[config.mk]
export PLATFORM = sky130hd
export DESIGN_NAME = lut_func_eval
export DESIGN_NICKNAME = d
export VERILOG_FILES = /design/src/rtl/lut_func_eval.sv
export SDC_FILE = /design/constraint.sdc
export NUM_CORES = 1
export LEC_CHECK = 0
export CORE_MARGIN = 3
export CORE_UTILIZATION = 63
export DETAILED_ROUTE_END_ITERATION = 10
export PLACE_DENSITY_LB_ADDON = 0.1
export SLEW_MARGIN = 20
export SYNTH_ARGS = -nofsm -noshare
export SYNTH_HDL_FRONTEND = slang
export SYNTH_SLANG_ARGS = --single-unit
[constraint.sdc]
create_clock -name clk -period 3.7 [get_ports clk]
set_input_delay 1.11 -clock clk [delete_from_list [all_inputs] [get_ports clk]]
set_output_delay 1.11 -clock clk [all_outputs]
set_load 0.02 [all_outputs]
[src/rtl/lut_func_eval.sv]
// Programmable N-input Boolean function evaluator: truth-table lookup behind a
// 2-stage registered pipeline, with a serial shadow-table loader that never stalls lookup.
module lut_func_eval #(
    parameter int unsigned           N_IN       = 5,
    parameter logic [(2**N_IN)-1:0]  DEFAULT_TT = 32'hF1F1F10E
) (
    input  logic            clk,
    input  logic            rst,
    input  logic            in_valid,
    input  logic [N_IN-1:0] in,
    output logic            out_valid,
    output logic            out,
    input  logic            cfg_start,
    input  logic            cfg_bit_valid,
    input  logic            cfg_bit,
    output logic            cfg_busy,
    output logic            cfg_done
);

    localparam int unsigned      TT_W     = 2**N_IN;
    localparam int unsigned      CNT_W    = N_IN + 1;
    localparam logic [CNT_W-1:0] CNT_LAST = CNT_W'(TT_W - 1);

    typedef enum logic [1:0] {
        IDLE   = 2'd0,
        LOAD   = 2'd1,
        COMMIT = 2'd2
    } cfg_state_e;

    cfg_state_e       state_q, state_d;
    logic [CNT_W-1:0] cnt_q, cnt_d;
    logic [TT_W-1:0]  shadow_q, shadow_d;
    logic [TT_W-1:0]  active_tt_q, active_tt_d;

    logic             s1_v_q, s1_v_d;
    logic [N_IN-1:0]  s1_in_q, s1_in_d;
    logic             out_valid_q, out_valid_d;
    logic             out_q, out_d;

    // Config loader: shifts bits MSB-first into the shadow, swaps it in on COMMIT.
    always_comb begin
        state_d     = state_q;
        cnt_d       = cnt_q;
        shadow_d    = shadow_q;
        active_tt_d = active_tt_q;
        unique case (state_q)
            IDLE: begin
                if (cfg_start) begin
                    state_d = LOAD;
                    cnt_d   = '0;
                end
            end
            LOAD: begin
                if (cfg_start) begin
                    cnt_d = '0;
                end else if (cfg_bit_valid) begin
                    shadow_d = {shadow_q[TT_W-2:0], cfg_bit};
                    cnt_d    = cnt_q + 1'b1;
                    if (cnt_q == CNT_LAST) begin
                        state_d = COMMIT;
                    end
                end
            end
            COMMIT: begin
                active_tt_d = shadow_q;
                state_d     = IDLE;
            end
            default: begin
                state_d = IDLE;
            end
        endcase
    end

    // Lookup reads the table as registered at the output edge, so a COMMIT-exit
    // edge still evaluates with the old table.
    always_comb begin
        s1_v_d      = in_valid;
        s1_in_d     = in;
        out_valid_d = s1_v_q;
        out_d       = out_q;
        if (s1_v_q) begin
            out_d = active_tt_q[s1_in_q];
        end
    end

    always_ff @(posedge clk) begin
        if (rst) begin
            state_q     <= IDLE;
            cnt_q       <= '0;
            active_tt_q <= DEFAULT_TT;
            s1_v_q      <= 1'b0;
            s1_in_q     <= '0;
            out_valid_q <= 1'b0;
            out_q       <= 1'b0;
        end else begin
            state_q     <= state_d;
            cnt_q       <= cnt_d;
            active_tt_q <= active_tt_d;
            s1_v_q      <= s1_v_d;
            s1_in_q     <= s1_in_d;
            out_valid_q <= out_valid_d;
            out_q       <= out_d;
        end
    end

    // Shadow contents are meaningless until a full load completes, so no reset.
    always_ff @(posedge clk) begin
        shadow_q <= shadow_d;
    end

    assign out_valid = out_valid_q;
    assign out       = out_q;
    assign cfg_busy  = (state_q != IDLE);
    assign cfg_done  = (state_q == COMMIT);

endmodule

## Word-level counts from Yosys, hierarchy flattened

Index checks and enable logic that the tools add are counted.

| cells by class | value |
|---|---|
| add/subtract/negate cells | 1 |
| order comparisons | 1 |
| equality and inequality tests | 8 |
| mux-type cells | 11 |
| bitwise logic cells | 1 |
| reduce and logical (&&, ||, !) cells | 6 |

Operators with widths:

| kind | count |
|---|---|
| two-way mux 6 bit | 3 |
| one-hot mux 6 bit (2 select lines) | 1 |
| two-way mux 2 bit | 4 |
| != test 2 bit (second input constant) | 4 |
| adder 6 x 1 -> 6 bit (second input constant) | 1 |
| == test 6 x 5 -> 1 bit (second input constant) | 1 |
| less-than comparator 5 x 6 -> 1 bit (second input constant) | 1 |
| AND reduction 3 bit | 2 |
| binary-select mux 1 bit (select 5 bit) | 1 |
| one-hot mux 2 bit (2 select lines) | 1 |
| AND reduction 4 bit | 1 |
| nonzero test 2 bit | 2 |
| != test 3 bit (second input constant) | 1 |
| == test 2 x 1 -> 1 bit (second input constant) | 1 |
| == test 2 bit (second input constant) | 1 |
| logical NOT 2 bit | 1 |
| two-way mux 1 bit | 1 |
| inverter 1 bit | 1 |

| storage, ports and cells | value |
|---|---|
| bits in registers | 80 |
| input bits | 11 |
| output and inout port bits | 4 |
| word-level logic and storage cells | 36 |

## Longest topological paths before layout

| logic depth | value |
|---|---|
| depth in word-level cells | 5 |
| gate-level depth with buffers | 7 |
| depth with buffers taken out | 6 |

## Least setup slack after synthesis

Ideal clock, no wire load.

| timing | value |
|---|---|
| path type | input to register |
| start | in cfg_start |
| end | reg shadow_q[0] (enable) |
| library setup time | 0.387 ns |
| arrival time | 2.215 ns |
| data required time | 3.313 ns |
| setup slack | 1.098 ns |
| stages on the path | 3 |
| buffers on the path | 0 |
| path through | nor3b_1 > nand2_1 > inv_1 |

| on the way | value |
|---|---|
| cells in the longest elaborated chain, start to end | 2 |

Ends and longest elaborated chain:

| what | RTL line | RTL |
|---|---|---|
| from (decl) | 13 | `input logic cfg_start,` |
| inverter 1 bit (no source line) | -- |  |
| AND reduction 3 bit (no source line) | -- |  |
| to (signal assigned) | 108 | `shadow_q <= shadow_d;` |
| to (decl) | 32 | `logic [TT_W-1:0] shadow_q, shadow_d;` |

No other way between the ends.
A chain may end at the register's enable or synchronous reset.

## Worst setup path after layout

| timing | value |
|---|---|
| start | reg state_q[1] |
| end | out cfg_done |

| on the way | value |
|---|---|
| cells in the longest elaborated chain, start to end | 1 |

Ends and longest elaborated chain:

| what | RTL line | RTL |
|---|---|---|
| from (decl) | 30 | `cfg_state_e state_q, state_d;` |
| from (signal assigned) | 96 | `state_q <= state_d;` |
| == test 2 bit | 114 | `assign cfg_done = (state_q == COMMIT);` |
| to (decl) | 17 | `output logic cfg_done` |

No other way between the ends.

==> results.cfg <==
[clocking]
h-tree-depth = 3
worstSkewPairLatency_ns = 0.34
tritoncts_clock_tree = built
cts-buffers-inserted = 9
cts_max_path_buffers = 2
clock_tree.root_cell = sky130_fd_sc_hd__clkbuf_8
postCtsSetupRepairBufs = 0
postCtsHoldBufs = 0
cts-resized-gates = 0
clkSlewWorstSetupHoldPaths_ns = 0.07
tritoncts_num_sinks = 80

[global_routing]
globalRouteTotalUtil = 0.222
number_of_global_route_vias_before_repair = 1881
grt-ovfl-total = 0
global_route_wire_length_before_repair_um = 9140
grt_antenna_before_repair = 0
grt_max_degree = 33

[setup_path]
timing_worst_setup_path_type = register to output port
r2r.worst_path.cells = 5
worst_r2r_endpoint = out
critPathMaxStageDelay_ns = 0.59
crit_chain = nand2b_1 -> inv_2 -> clkdlybuf4s50_1
cp_data_required_time_ns = 2.59
setup.worst_path.end_class = output port
critPathTopFamily = buffers and inverters
timing.critical_path.slowest_stage_cell = sky130_fd_sc_hd__clkdlybuf4s50_1
path_max_fanout = 10
ff2ff_setup_slack_ns = 1.51
cp.arrival_ns = 1.66
timing.rr.start = s1_in_q[0]
worstSetupStartpointType = register
critPathBufInv = 2

[drt]
detail_route.vias_per_cell = 5.71
antenna_violating_nets_post_route = 0
detail_route.wirelength_um = 5600
number_of_drc_markers_after_the_initial_detailed_route_iteration = 216
detailed_route_drc_error_count = 0
wl_per_instance_um = 15.9
dr_total_vias = 2005
detailedRoute.firstPassIterationCount = 4

[timing]
final_hold_viol_count = 0
tightestPinTransition_ns = 1.06
timing.setup.tns_ns = 0
slew-limit-headroom = 0.293
period_share = 0.749
total_setup_violations_reported_at_the_end_of_the_flow = 0
final_period_minus_worst_setup_slack_ns = 2.77
report.final.slew_viol_count = 0
achievable-frequency_ghz = 0.361
worst_clock_skew_ns = 0.0108
layout_setup_ws_ns = 0.930
unrepaired_setup_endpoints_after_global_routing = no

[finish]
finalInstanceArea_mm2 = 0.00337
layout.nets = 306
fillers = 315
finalNonFillerCells = 351
layout-area-overhead-vs-synth_pct = 11.0
layout-drive-gt1-share = 0.0769
number_of_diodes = 0

[hold_path]
worstHoldStart = shadow_q[30]
worstHoldPathType = register to register
hold_path_end = shadow_q[31]
holdPathStages = 0

[synthesis]
dominantRegCellSynth = sky130_fd_sc_hd__dfxtp_1
ys_types = 34
number_of_storage_elements_in_the_synthesis_netlist = 80
syn-cell-area_mm2 = 0.00303
synth_most_common_cell = sky130_fd_sc_hd__nand2_1
synth_largest_area_cell = sky130_fd_sc_hd__dfxtp_1
synthesized_nets = 292
syn-instance-count = 280
async_flop_share = 0
yosys.area.top_type_share = 0.317
synth_enable_flop_cells = 32
netlist_top_cells_count = sky130_fd_sc_hd__nand2_1 (74), sky130_fd_sc_hd__dfxtp_1 (48), sky130_fd_sc_hd__edfxtp_1 (32)
synthesis.area_per_instance_um2 = 10.8
synth_area_leaders = sky130_fd_sc_hd__dfxtp_1 (32%), sky130_fd_sc_hd__edfxtp_1 (32%), sky130_fd_sc_hd__nand2_1 (9.2%)
synth_sequential_area_ratio = 0.634
ys_warn_count = 0

[placed_design]
place.detailed.instances = 335
dp_slack_ns = 0.715
place.gp.congestion = 0.824
postPlaceCellArea_mm2 = 0.00318
hpwl_um = 3390
placement.io_buffers = 14

[die]
initial_core_util = 0.673
core_area_mm2 = 0.00450
rows = 24
floorplan.die.height_um = 75.4
top_level_ports = 15
die-area_mm2 = 0.00568
die_w_um = 75.4

[power]
leakage_nw = 1.25
vdd.ir_drop.worst_v = 0.000277
power_density_mw_per_mm2 = 473

[run_status]
status = complete, no violations

[run]
cap_viol_max_count = 0
-- logic make-up after synthesis --
logic type,synth area share
simple gates,0.208
flops,0.634
compound gates,0.0627
buf+inv,0.0334
mux,0.0528
xor+xnor,0.00578
fa+ha+maj,0.00412
-- state kept, by name (all words and copies together) (netlist names) --
signal       count
out_valid        1
s1_in_q          5
out_valid_d      1
state_q          2
out              1
shadow_q        32
active_tt_q     32
cnt_q            6
-- report_power, final --
group	switching (mW)	leakage (nW)	internal (mW)	total, mW
registers	0.0138	0.681	0.926	0.940
clock network	0.305	0.0942	0.282	0.587
logic	0.0316	0.472	0.0324	0.0641
total	0.350	1.25	1.24	1.59
-- stage by stage --
stage | power [mW] | hold slack (ns) | utilization
2_1_floorplan | 0.999 | 0.426 | -
6_report | 1.59 | 0.451 | 0.747
5_1_grt | 1.65 | 0.457 | 0.747
3_3_place_gp | 1.02 | 0.431 | 0.706
4_1_cts | 1.60 | 0.449 | 0.747
3_5_place_dp | 1.02 | 0.434 | 0.706
-- metal layers --
metal,vias to the layer above,GRT usage,share of wire
met1,954,0.312,0.48
met3,14,0.0435,0.035
li1,989,-,-
met5,-,0,0
met4,0,0.118,0.027
met2,48,0.328,0.46
-- worst max path at each step --
stage | start | depth (start not counted) | slack (ns) | to
finish | state_q[1] | 3 | 0.93 | cfg_done
CTS | state_q[1] | 3 | 0.89 | cfg_done
global placement | cfg_start | 5 | 0.80 | shadow_q[31]
detailed placement | cfg_start | 5 | 0.71 | shadow_q[31]
floorplan | cfg_start | 3 | 1.10 | shadow_q[0]
global route | state_q[1] | 3 | 0.83 | cfg_done
-- placed cells by master, fill, tap and decap left out, types with 2 or more instances in the layout --
cell type / n
sky130_fd_sc_hd__a21oi_1: 21
sky130_fd_sc_hd__a22oi_1: 3
sky130_fd_sc_hd__and3_1: 2
sky130_fd_sc_hd__buf_4: 4
sky130_fd_sc_hd__clkbuf_8: 9
sky130_fd_sc_hd__clkdlybuf4s50_1: 14
sky130_fd_sc_hd__clkinv_2: 3
sky130_fd_sc_hd__dfxtp_1: 48
sky130_fd_sc_hd__edfxtp_1: 32
sky130_fd_sc_hd__inv_1: 3
sky130_fd_sc_hd__mux2i_1: 16
sky130_fd_sc_hd__nand2_1: 74
sky130_fd_sc_hd__nand2b_1: 3
sky130_fd_sc_hd__nand3_1: 5
sky130_fd_sc_hd__nand3b_1: 18
sky130_fd_sc_hd__nor2_1: 8
sky130_fd_sc_hd__nor2b_1: 9
sky130_fd_sc_hd__nor3b_1: 3
sky130_fd_sc_hd__nor4_1: 2
sky130_fd_sc_hd__o21ai_0: 3
sky130_fd_sc_hd__xor2_1: 2
-- cell type report --
cell class / instances / area [um^2] / area share
Tap cell: 52 / 65.1 / 0.0193
Clock inverter: 5 / 31.3 / 0.00929
Multi-Input combinational cell: 181 / 1010 / 0.300
Inverter: 4 / 15.0 / 0.00446
Timing Repair Buffer: 18 / 170 / 0.0506
Clock buffer: 11 / 153 / 0.0454
Sequential cell: 80 / 1920 / 0.571
Note: power is estimated with default switching activity, not from simulation.
